File: config.mk
export PLATFORM = sky130hd
export DESIGN_NAME = wb_interconnect_tag_nx1
export DESIGN_NICKNAME = d
export VERILOG_FILES = /design/src/rtl/wb_interconnect_pkg.sv /design/src/rtl/wb_rr_arbiter.sv /design/src/rtl/wb_interconnect_tag_nx1.sv
export SDC_FILE = /design/constraint.sdc
export NUM_CORES = 1
export LEC_CHECK = 0
export CORE_AREA = 2 2 127 129
export CTS_BUF_LIST = sky130_fd_sc_hd__clkbuf_16
export DETAILED_ROUTE_END_ITERATION = 8
export DIE_AREA = 0 0 129 131
export DONT_BUFFER_PORTS = 1
export SKIP_CTS_REPAIR_TIMING = 1
export SLEW_MARGIN = 20
export SYNTH_ARGS = -nofsm -noshare
export SYNTH_HDL_FRONTEND = slang
export SYNTH_SLANG_ARGS = --single-unit
File: constraint.sdc
create_clock -name clock -period 2.6 [get_ports clock]
set_clock_uncertainty 0.2 [all_clocks]
set_input_delay 0.65 -clock clock [delete_from_list [all_inputs] [get_ports clock]]
set_output_delay 0.65 -clock clock [all_outputs]
set_load 0.005 [all_outputs]
File: src/rtl/wb_interconnect_pkg.sv
// Shared definitions for the tagged Wishbone Nx1 interconnect:
// arbitration state encoding and the grant-index width helper.
package wb_interconnect_pkg;

  typedef enum logic [0:0] {
    ST_IDLE  = 1'b0,
    ST_OWNED = 1'b1
  } arb_state_e;

  // Width of an index into n initiators; never narrower than one bit.
  function automatic int idx_width(input int n);
    return (n > 1) ? $clog2(n) : 1;
  endfunction

endpackage

File: src/rtl/wb_rr_arbiter.sv
// Combinational round-robin picker: scans requests starting one past the
// previous grant and returns the first requester found.
module wb_rr_arbiter
  import wb_interconnect_pkg::*;
#(
  parameter  int N     = 2,
  localparam int IDX_W = idx_width(N)
) (
  input  logic [N-1:0]     i_req,
  input  logic [IDX_W-1:0] i_last_gnt,
  output logic [IDX_W-1:0] o_gnt,
  output logic             o_valid
);

  // Walk the N positions after i_last_gnt (wrapping) and keep the first hit.
  always_comb begin
    o_valid = 1'b0;
    o_gnt   = i_last_gnt;
    for (int k = 1; k <= N; k++) begin
      logic [IDX_W-1:0] w_idx;
      logic             w_hit;
      w_idx   = IDX_W'((int'(i_last_gnt) + k) % N);
      w_hit   = !o_valid && i_req[w_idx];
      o_gnt   = w_hit ? w_idx : o_gnt;
      o_valid = o_valid | w_hit;
    end
  end

endmodule

File: src/rtl/wb_interconnect_tag_nx1.sv
// Tagged Wishbone N-initiator to 1-target interconnect. A registered
// round-robin grant is held for a whole cyc; the response path back to the
// owner is combinational. An optional watchdog ends a stalled strobe with err.
module wb_interconnect_tag_nx1
  import wb_interconnect_pkg::*;
#(
  parameter int ADR_WIDTH    = 32,
  parameter int DAT_WIDTH    = 32,
  parameter int TGA_WIDTH    = 4,
  parameter int TGD_WIDTH    = 4,
  parameter int TGC_WIDTH    = 4,
  parameter int N_INITIATORS = 2,
  parameter int TIMEOUT      = 0
) (
  input  logic                                    clock,
  input  logic                                    reset,
  // initiator-facing slices, one per initiator
  input  logic [N_INITIATORS*ADR_WIDTH-1:0]       t_adr,
  input  logic [N_INITIATORS*DAT_WIDTH-1:0]       t_dat_w,
  output logic [DAT_WIDTH-1:0]                    t_dat_r,
  input  logic [N_INITIATORS-1:0]                 t_cyc,
  input  logic [N_INITIATORS-1:0]                 t_stb,
  input  logic [N_INITIATORS-1:0]                 t_we,
  input  logic [N_INITIATORS*(DAT_WIDTH/8)-1:0]   t_sel,
  input  logic [N_INITIATORS*TGA_WIDTH-1:0]       t_tga,
  input  logic [N_INITIATORS*TGC_WIDTH-1:0]       t_tgc,
  input  logic [N_INITIATORS*TGD_WIDTH-1:0]       t_tgd_w,
  output logic [TGD_WIDTH-1:0]                    t_tgd_r,
  output logic [N_INITIATORS-1:0]                 t_ack,
  output logic [N_INITIATORS-1:0]                 t_err,
  // shared port towards the target
  output logic [ADR_WIDTH-1:0]                    i_adr,
  output logic [DAT_WIDTH-1:0]                    i_dat_w,
  output logic [DAT_WIDTH/8-1:0]                  i_sel,
  output logic                                    i_we,
  output logic [TGA_WIDTH-1:0]                    i_tga,
  output logic [TGC_WIDTH-1:0]                    i_tgc,
  output logic [TGD_WIDTH-1:0]                    i_tgd_w,
  output logic                                    i_cyc,
  output logic                                    i_stb,
  input  logic [DAT_WIDTH-1:0]                    i_dat_r,
  input  logic [TGD_WIDTH-1:0]                    i_tgd_r,
  input  logic                                    i_ack,
  input  logic                                    i_err
);

  localparam int  IDX_W   = idx_width(N_INITIATORS);
  localparam int  SEL_W   = DAT_WIDTH / 8;
  localparam bit  TO_EN   = (TIMEOUT > 0);
  localparam int  CNT_W   = TO_EN ? $clog2(TIMEOUT + 1) : 1;
  localparam int  TO_LAST = TO_EN ? (TIMEOUT - 1) : 0;

  arb_state_e       r_state;
  logic [IDX_W-1:0] r_gnt;
  logic [IDX_W-1:0] r_last_gnt;
  logic [CNT_W-1:0] r_cnt;

  logic             w_owned;
  logic [IDX_W-1:0] w_idx;
  logic [IDX_W-1:0] w_ptr;
  logic [IDX_W-1:0] w_arb_gnt;
  logic             w_arb_valid;
  logic             w_cyc_raw;
  logic             w_stb_raw;
  logic             w_active;
  logic             w_timeout;
  logic             w_cnt_clr;

  assign w_owned   = (r_state == ST_OWNED);
  // Forward mux follows the owner; while idle it parks on the last owner.
  assign w_idx     = w_owned ? r_gnt : r_last_gnt;
  // On release the departing owner is the round-robin reference point.
  assign w_ptr     = w_owned ? r_gnt : r_last_gnt;
  assign w_cyc_raw = t_cyc[r_gnt];
  assign w_stb_raw = t_stb[r_gnt];
  assign w_active  = w_owned && w_cyc_raw && w_stb_raw;
  assign w_timeout = TO_EN && w_active && !i_ack && !i_err &&
                     (r_cnt == CNT_W'(TO_LAST));
  assign w_cnt_clr = !TO_EN || !w_active || i_ack || i_err || w_timeout;

  wb_rr_arbiter #(
    .N (N_INITIATORS)
  ) u_arb (
    .i_req      (t_cyc),
    .i_last_gnt (w_ptr),
    .o_gnt      (w_arb_gnt),
    .o_valid    (w_arb_valid)
  );

  // Grant FSM, round-robin pointer and no-response watchdog counter.
  always_ff @(posedge clock) begin
    if (reset) begin
      r_state    <= ST_IDLE;
      r_gnt      <= '0;
      r_last_gnt <= IDX_W'(N_INITIATORS - 1);
      r_cnt      <= '0;
    end else begin
      r_cnt <= w_cnt_clr ? '0 : (r_cnt + CNT_W'(1));
      case (r_state)
        ST_IDLE: begin
          if (w_arb_valid) begin
            r_gnt   <= w_arb_gnt;
            r_state <= ST_OWNED;
          end else begin
            r_state <= ST_IDLE;
          end
        end
        ST_OWNED: begin
          if (!w_cyc_raw) begin
            // Owner released: re-arbitrate in the same cycle.
            r_last_gnt <= r_gnt;
            if (w_arb_valid) begin
              r_gnt   <= w_arb_gnt;
              r_state <= ST_OWNED;
            end else begin
              r_state <= ST_IDLE;
            end
          end else begin
            r_state <= ST_OWNED;
          end
        end
        default: begin
          r_state <= ST_IDLE;
        end
      endcase
    end
  end

  // Forward path: select the active slice and gate cyc/stb by ownership.
  always_comb begin
    i_adr   = t_adr[w_idx*ADR_WIDTH +: ADR_WIDTH];
    i_dat_w = t_dat_w[w_idx*DAT_WIDTH +: DAT_WIDTH];
    i_sel   = t_sel[w_idx*SEL_W +: SEL_W];
    i_we    = t_we[w_idx];
    i_tga   = t_tga[w_idx*TGA_WIDTH +: TGA_WIDTH];
    i_tgc   = t_tgc[w_idx*TGC_WIDTH +: TGC_WIDTH];
    i_tgd_w = t_tgd_w[w_idx*TGD_WIDTH +: TGD_WIDTH];
    i_cyc   = w_owned && w_cyc_raw;
    i_stb   = w_active && !w_timeout;
  end

  // Response path: read data broadcast, terminations steered to the owner.
  always_comb begin
    t_dat_r = i_dat_r;
    t_tgd_r = i_tgd_r;
    t_ack   = '0;
    t_err   = '0;
    if (w_owned) begin
      t_ack[r_gnt] = i_ack;
      t_err[r_gnt] = i_err || w_timeout;
    end else begin
      t_ack = '0;
      t_err = '0;
    end
  end

endmodule

==> run metrics, run 1 <==
status=finished, final reports clean; Clock Latency Late Sink=about 220 ps; largest family of logic cells by synthesized area=multiplexers; crit-path cells=mux2i_4 -> buf_12 -> buf_12 -> mux2_2; CTS Root Cell=clkbuf_16; clock period minus worst slack=2500 ps; Worst R2R Path Depth=3; Setup CP Type=flop to output pin; CP Data Arrival Time=approximately 1700 ps; Post-Place Worst Slack=approximately 290 ps; post-route DRC violation count=0; Iteration-0 DRC Markers=11; Hold Violations, Final=0; Synth Area in XOR/XNOR=0%; CORE AREA=roughly 16000 um^2; number of fill cells=between 1.5k and 2k; Die Width=129 um; ANT nets after route=0; WL/cell=roughly 22 um; # diodes=0; Layout area overhead=4.67%; type of origin of the critical path=flop; Yosys cell types=24; setup_tns=0 ps; Longest Clk Path Bufs=2; Setup WS post-layout=99.0 ps; DR pass1 iterations=4; CP bufs+invs=2; CP max stage cell=mux2_2; std cell rows=between 40 and 50; Slew Limit Fails=0; clock-pin slew on the worst setup and hold paths=30 ps; Max Fanout on Critical Path=30; vias in the first global route=between 1k and 1.5k; Tcrit/Tclk final=between 90% and 100%; mux share of post-synthesis cell area=63.5%; Die Height=around 130 um; post-synthesis adder-cell area fraction=0%; Layout Nets=322; most used cell, CP=buf_12; crit-path leading delay family=multiplexers; share of cells above drive strength 1=around three quarters; initial antenna violation count=0; Synth Area in Compound Gates=around 2.8%; PwrDens=~410 nW/um^2; Synth Cell Area=about 1500 um^2; Total Wirelength=just over 7000 um; worst relative slew slack=between 70% and 80%; VDD IR max=between 0.0003 and 0.0004 V; Synth Area in Simple Gates=under 10%; I/O Buffers=0; Synth Net Count=approximately 360; highest clock rate=about 0.40 GHz; Seq/Total Area, Yosys=under 10%; CTS H-Tree Depth=1; global-route wire length before repair=around 7400 um; Critical Path RT=~1800 ps; pin count of the biggest net entering global routing=just over 60; CTS tree=done; Vias/cell=between 3 and 4; worst min-delay path class=input pin to flop; reg-to-reg slack, setup=between 1000 and 1500 ps; GR Util All Layers=under 10%; Sink Count=3; Hold Path Cell Cnt=1; unrepaired setup endpoints after global routing=false; total CTS buffers=3; GR Overflow Total=0; vias=roughly 1.1k; Critical Path End Type=output pin; Worst path depth=4; yosys warns=0; Max Cap Viol=0; worst-margin pin slew=between 300 and 400 ps; CP peak stage delay=around 420 ps; Mapped Cells=between 150 and 200; die area=around 17000 um^2; Syn Area/Cell=9.87 um^2; I/O pin cnt=between 300 and 400; final setup vio count=0; routability congestion estimate=0.757; initial core utilization=9.62%; Yosys reg bits=3; Lkg Pwr=roughly 0.5 nW
==> synthesized netlist by cell type <==
master / count / area (um^2)
nor2b_1: 3 / 18.8
and3b_1: 2 / 17.5
mux2i_1: 1 / 10.0
mux2_4: 2 / 30.0
nand3_1: 1 / 5.00
inv_1: 1 / 3.75
nand2_1: 1 / 3.75
o221ai_1: 1 / 8.76
dfxtp_1: 3 / 60.1
o2bb2ai_1: 1 / 8.76
clkbuf_1: 2 / 7.51
a21oi_1: 1 / 5.00
mux2_2: 74 / 833
a21boi_0: 2 / 15.0
nor2_1: 2 / 7.51
buf_6: 5 / 56.3
mux2_1: 5 / 56.3
and3_1: 2 / 12.5
mux2i_4: 1 / 22.5
nand3b_1: 1 / 7.51
clkbuf_8: 1 / 13.8
o21ai_0: 1 / 5.00
buf_4: 38 / 285
nand2b_1: 1 / 6.26
==> through the flow <==
stage	cell area, um^2	hold WS (ps)	utilization [%]	std cells	power [W]
6_report	1570	295	10.1	331	0.000638
5_1_grt	1570	297	10.1	331	0.000671
4_1_cts	1520	292	9.75	329	0.000627
3_5_place_dp	1440	399	9.25	325	0.000380
3_3_place_gp	1440	334	9.25	325	0.000381
2_1_floorplan	1500	324	-	152	0.000378
==> where the power goes <==
group | total (W) | switching [W] | internal [W]
registers | 0.0000558 | 0.00000620 | 0.0000496
clock network | 0.000240 | 0.0000418 | 0.000198
logic | 0.000342 | 0.000162 | 0.000180
total | 0.000638 | 0.000210 | 0.000428
==> worst reg2reg max path, stage by stage, from the launching register on <==
cell      delay [ps]
dfxtp_1          380
buf_4            180
nor2b_1          150
o221ai_1         140
==> worst paths after layout <==
path,start,endpoint
worst min register to register,r_last_gnt$_SDFFE_PP1P_,r_last_gnt$_SDFFE_PP1P_
worst max-delay path,r_state$_SDFF_PP0_,i_tga[3]
worst max register to register,r_state$_SDFF_PP0_,r_last_gnt$_SDFFE_PP1P_
worst min-delay path,reset,r_state$_SDFF_PP0_
==> cell usage in the layout (no fill, tap or decap), types with 2 or more instances in the layout <==
cell and count:
mux2_2 74, mux2_1 5, clkbuf_16 4, nor2b_1 3
dfxtp_1 3, and3b_1 2, mux2_4 2, a21boi_0 2
and3_1 2, inv_1 2, nor2_1 2, buf_12 2
==> state kept, by name (all words and copies together) (netlist names) <==
register and flops:
r_gnt 1, r_last_gnt 1, r_state 1
==> final cells by class <==
cell class,count,area (um^2),area share [%]
repair buffers,5,83.8,5.34
inverters,1,3.75,0.239
clock buffers,3,75.1,4.78
well taps,216,270,17.2
multi-input cells,102,1070,68.4
flip-flops and latches,3,60.1,3.82
clock inverters,1,3.75,0.239
==> routing by layer <==
metal	share of wire, %	vias up	global-route usage [%]
li1	-	433	-
met1	29	478	5.40
met2	56	157	13.5
met3	11	30	1.34
met4	3.9	0	3.84
met5	0	-	0
==> cells by family after synthesis <==
| family | Yosys count |
|---|---|
| muxes | 83 |
| buffers and inverters | 47 |
| DFF | 3 |
| and+or+nand+nor | 13 |
| AOI/OAI and AO/OA | 6 |
Power figures use the tool's default switching activity.
==> run 2, diff against run 1 <==
- CORE_AREA: 2 2 127 129 -> 2 2 126 128
- DIE_AREA: 0 0 129 131 -> 0 0 128 130
- SYNTH_HIERARCHICAL: unset -> 1
==> run metrics, run 2 <==
number of fill cells=about 1.7k; register area=roughly 61 um^2; reg2reg start=r_state$_SDFF_PP0_; Max Fanout on Critical Path=12; initial antenna violation count=1; status=finished, final reports clean; Longest Clk Path Bufs=2; share of cells above drive strength 1=approximately 80%; most frequent cells in the layout=mux2_4, inv_1, clkbuf_16; Yosys cell types=18; pin count of the biggest net entering global routing=48; Syn Area/Cell=around 12 um^2; vias=1144; final setup vio count=0; routability congestion estimate=about 0.76; Critical Path Source=r_state$_SDFF_PP0_; Vias/cell=3.63; Max Cap Viol=0; post-synth top area cell=mux2_4; Synth Cell Area=between 1500 and 2000 um^2; Slew Limit Fails=0; clock period minus worst slack=2510 ps; worst min-delay path class=input pin to flop; I/O Buffers=0; clock-pin slew on the worst setup and hold paths=30 ps; Synth Flop Type=dfxtp_1; ranking of synthesized cells by area=mux2_4, buf_4, buf_12; Hold Path Cell Cnt=1; Post-Place Worst Slack=between 100 and 150 ps; std cell rows=46; Die Width=128 um; ys async rst share=0%; Finished Core Util=approximately 12%; hold_sp=reset; biggest regs=r_gnt (1), r_last_gnt (1), r_state (1); GR Overflow Total=0; Lkg Pwr=slightly below 0.9 nW; VDD IR max=approximately 0.00038 V; DR pass1 iterations=4; Critical Path RT=around 1800 ps; yosys warns=6; Synth Net Count=roughly 360; Post-synth EDFFs=0; Total Wirelength=approximately 7800 um; die area=approximately 17000 um^2; WL/cell=24.7 um; Setup WS post-layout=slightly below 90 ps; I/O pin cnt=between 300 and 400; Critical Path End Type=output pin; Setup CP Type=flop to output pin; Iteration-0 DRC Markers=21; total CTS buffers=3; Yosys reg bits=3; Layout Nets=329; vias in the first global route=around 1.1k; highest clock rate=0.398 GHz; ANT nets after route=0; global-route wire length before repair=~8300 um; Tcrit/Tclk final=96.6%; commonest non-fill, non-tap cell in the layout=mux2_4; Seq/Total Area, Yosys=under 10%; Clock Latency Late Sink=between 200 and 250 ps; CTS tree=done; initial core utilization=12.3%; CTS Root Cell=clkbuf_16; unrepaired setup endpoints after global routing=false; CP Data Arrival Time=~1700 ps; Mapped Cells=around 160; Sink Count=3; CTS H-Tree Depth=1; Die Height=~130 um; Worst R2R Path Depth=7; Hold Violations, Final=0; post-route DRC violation count=0; worst-margin pin slew=288 ps; worst relative slew slack=roughly four fifths; Layout area overhead=-0.198%; area of the multi-input gates=roughly 1400 um^2; type of origin of the critical path=flop; Tot Pwr=between 0.0008 and 0.0009 W; CORE AREA=15400 um^2; GR Util All Layers=around 7.4%; HPWL after DPL=slightly below 7000 um; PwrDens=425 nW/um^2; Post-synth top cells=mux2_4, buf_4, buf_12; post-synth top area share=a little over three fifths; most frequent cell after synthesis=mux2_4
-- run 2: through the flow --
| stage | hold slack [ps] | cells | area, um^2 | setup TNS (ps) |
|---|---|---|---|---|
| finish | 294 | 315 | 1890 | 0 |
| global route | 289 | 314 | 1890 | 0 |
| detailed placement | 332 | 305 | 1720 | 0 |
| CTS | 300 | 309 | 1800 | -2670 |
| floorplan | 326 | 156 | 1890 | 0 |
| global placement | 291 | 305 | 1720 | 0 |
-- run 2: power breakdown --
part / internal, W / switching (W)
Sequential: 0.0000504 / 0.00000432
Clock: 0.000199 / 0.0000487
Combinational: 0.000291 / 0.000210
Total: 0.000540 / 0.000263
-- run 2: layout make-up --
cell class / count / area share [%]
flip-flops and latches: 3 / 3.24
clock buffers: 3 / 3.97
diodes: 1 / 0.132
well taps: 192 / 12.7
multi-input cells: 103 / 72.2
inverters: 4 / 0.794
repair buffers: 8 / 6.75
clock inverters: 1 / 0.199
-- run 2: path summary, 6_finish.rpt --
check                                          endpoint  slack [ps]
worst min-delay path                 r_state$_SDFF_PP0_         290
worst max register to register       r_gnt$_SDFFE_PP0P_         870
worst max-delay path                         i_dat_w[1]          90
worst min register to register  r_last_gnt$_SDFFE_PP1P_         340
-- run 2: cells by family (layout without fill, tap and decap cells) --
| kind of cell | count (synthesis) | after routing | share of synthesized area (%) |
|---|---|---|---|
| other | 0 | 1 | 0 |
| and+or+nand+nor | 11 | 11 | 3.17 |
| DFF | 3 | 3 | 3.17 |
| buffers and inverters | 50 | 16 | 25.0 |
| muxes | 84 | 84 | 65.5 |
| AOI/OAI and AO/OA | 8 | 8 | 3.24 |
-- run 2: critical path: stages (launching register included) --
cell and delay [ps]:
dfxtp_2 380, inv_1 120, a21boi_4 210, buf_6 160, buf_12 160, mux2_2 380
-- run 2: metal layers --
| layer | wire, um | share of wire, % | track usage, % |
|---|---|---|---|
| met5 | 0 | 0 | 0 |
| met4 | 191 | 2.5 | 3.30 |
| met3 | 1040 | 13 | 3.57 |
| met2 | 3780 | 48 | 12.9 |
| met1 | 2780 | 36 | 7.63 |
==> run 3, diff against run 2 <==
- ABC_AREA: unset -> 1
- CORE_AREA: 2 2 126 128 -> 2 2 128 130
- DIE_AREA: 0 0 128 130 -> 0 0 130 132
==> run metrics, run 3 <==
status=finished, final reports clean; biggest regs=r_gnt (1), r_last_gnt (1), r_state (1); Longest Clk Path Bufs=2; Vias/cell=around 4.0; Yosys cell types=16; highest clock rate=~0.43 GHz; type of origin of the critical path=flop; clock period minus worst slack=between 2000 and 2500 ps; Post-synth EDFFs=0; setup_tns=0 ps; Post-synth top cells=nand2_1, nand3_1, buf_4; Synth Cell Area=1740 um^2; number of fill cells=roughly 1.9k; vias=2031; ANT nets after route=0; Max Cap Viol=0; vias in the first global route=between 1.5k and 2k; Logic pwr share=57.3%; Layout Nets=between 400 and 500; total CTS buffers=3; initial antenna violation count=0; Syn Area/Cell=between 5 and 6 um^2; # diodes=0; most frequent cells in the layout=nand2_1, nand3_1, inv_1; final setup vio count=0; HPWL after DPL=~5300 um; worst-margin pin slew=between 300 and 400 ps; pin count of the biggest net entering global routing=85; switching part of the total=a little under half; Mapped Cells=about 350; Die Width=around 130 um; die area=17200 um^2; commonest non-fill, non-tap cell in the layout=nand2_1; P_sw=roughly 0.00033 W; worst relative slew slack=about three quarters; WL/cell=around 12 um; CTS Root Cell=clkbuf_16; Setup CP Type=flop to output pin; sequential share of power=roughly 8.1%; Total Wirelength=6280 um; post-route DRC violation count=0; area of the multi-input gates=between 1000 and 1500 um^2; unrepaired setup endpoints after global routing=false; Critical Path End Type=output pin; Slew Limit Fails=0; Tcrit/Tclk final=around 90%; Synth Flop Type=dfxtp_1; CP Data Arrival Time=~1500 ps; VDD IR max=about 0.00041 V; share of cells above drive strength 1=between 4 and 5%; register area=around 60 um^2; Layout Cells excl Fill=slightly above 500; Sink Count=3; I/O pin cnt=329; CTS H-Tree Depth=1; yosys warns=6; Max Fanout on Critical Path=37; Pint=0.000370 W; Clock Latency Late Sink=~220 ps; Layout area overhead=-3.96%; Seq/Total Area, Yosys=under 10%; Critical Path RT=between 1500 and 2000 ps; post-synth top area cell=nand2_1; I/O Buffers=0; Yosys reg bits=3; PwrDens=roughly 420 nW/um^2; worst min-delay path class=input pin to flop; Hold Violations, Final=0; Die Height=approximately 130 um; CORE AREA=between 15000 and 20000 um^2; ys async rst share=0%; initial core utilization=approximately 11%; GR Overflow Total=0; post-synth top area share=37.0%; global-route wire length before repair=slightly below 9000 um; std cell rows=between 40 and 50; Iteration-0 DRC Markers=about 130; Clock power frac=34.6%; most frequent cell after synthesis=nand2_1; Lkg Pwr=a little over 0.9 nW; clock-pin slew on the worst setup and hold paths=30 ps; Cells after DPL=504; GR Util All Layers=under 10%; Synth Net Count=551; routability congestion estimate=0.777; ranking of synthesized cells by area=nand2_1, nand3_1, buf_4; CTS tree=done; DR pass1 iterations=6
==> run 3: cell types whose count changed in the layout (fill, tap and decap cells not counted), sizes merged, moves of 5 or more <==
| cell | before | now |
|---|---|---|
| inv | 5 | 12 |
| mux2 | 82 | 0 |
| nand2 | 3 | 174 |
| nand3 | 0 | 84 |
| nor2 | 2 | 7 |
==> run 3: final timing paths <==
path | endpoint | cells past startpoint | slack, ps | start
setup / recovery | i_adr[7] | 5 | 270 | r_state$_SDFF_PP0_
hold / removal | r_state$_SDFF_PP0_ | 1 | 300 | reset
setup reg to reg | r_gnt$_SDFFE_PP0P_ | 10 | 970 | r_state$_SDFF_PP0_
hold reg to reg | r_last_gnt$_SDFFE_PP1P_ | 2 | 330 | r_last_gnt$_SDFFE_PP1P_
==> run 3: final cells by class <==
class                           instances  area share [%]
Multi-Input combinational cell        269            68.5
Sequential cell                         3            3.60
Inverter                               11            2.48
Tap cell                              216            16.2
Clock inverter                          1           0.225
Timing Repair Buffer                    5            4.50
Clock buffer                            3            4.50
==> run 3: logic make-up (layout without fill, tap and decap cells) <==
group | after synthesis | in the layout | synth area share [%]
flops | 3 | 3 | 3.46
simple gates | 266 | 266 | 64.4
compound gates | 3 | 3 | 1.08
buf+inv | 73 | 20 | 31.1
==> run 3: critical path, cell delays in order, from the launching register on <==
cell	delay, ps
dfxtp_1	420
inv_2	50
nand2_2	120
buf_4	350
nand3_1	160
nand2_1	140
==> run 3: power by group through the flow <==
stage	sequential, W	clock [W]	combinational (W)
finish	0.0000565	0.000241	0.000400
global route	0.0000577	0.000249	0.000460
CTS	0.0000565	0.000244	0.000402
detailed placement	0.0000571	0	0.000401
global placement	0.0000568	0	0.000391
floorplan	0.0000552	0	0.000403
==> run 3: layer usage <==
layer	up-vias	track usage [%]	share of wire (%)
li1	944	-	-
met1	885	7.72	38
met2	183	10.8	48
met3	19	1.38	12
met4	0	2.15	2.5
met5	-	0	0
==> run 3: stage by stage <==
| stage | instance area [um^2] | util (%) | total power [W] | hold slack, ps | setup WS, ps |
|---|---|---|---|---|---|
| final | 1670 | 10.6 | 0.000697 | 295 | 269 |
| after global routing | 1670 | 10.6 | 0.000767 | 300 | 182 |
| after CTS | 1670 | 10.6 | 0.000702 | 293 | 299 |
| after detailed placement | 1590 | 10.1 | 0.000458 | 323 | 538 |
| after global placement | 1590 | 10.1 | 0.000448 | 330 | 537 |
| after floorplan | 1740 | - | 0.000458 | 286 | 746 |
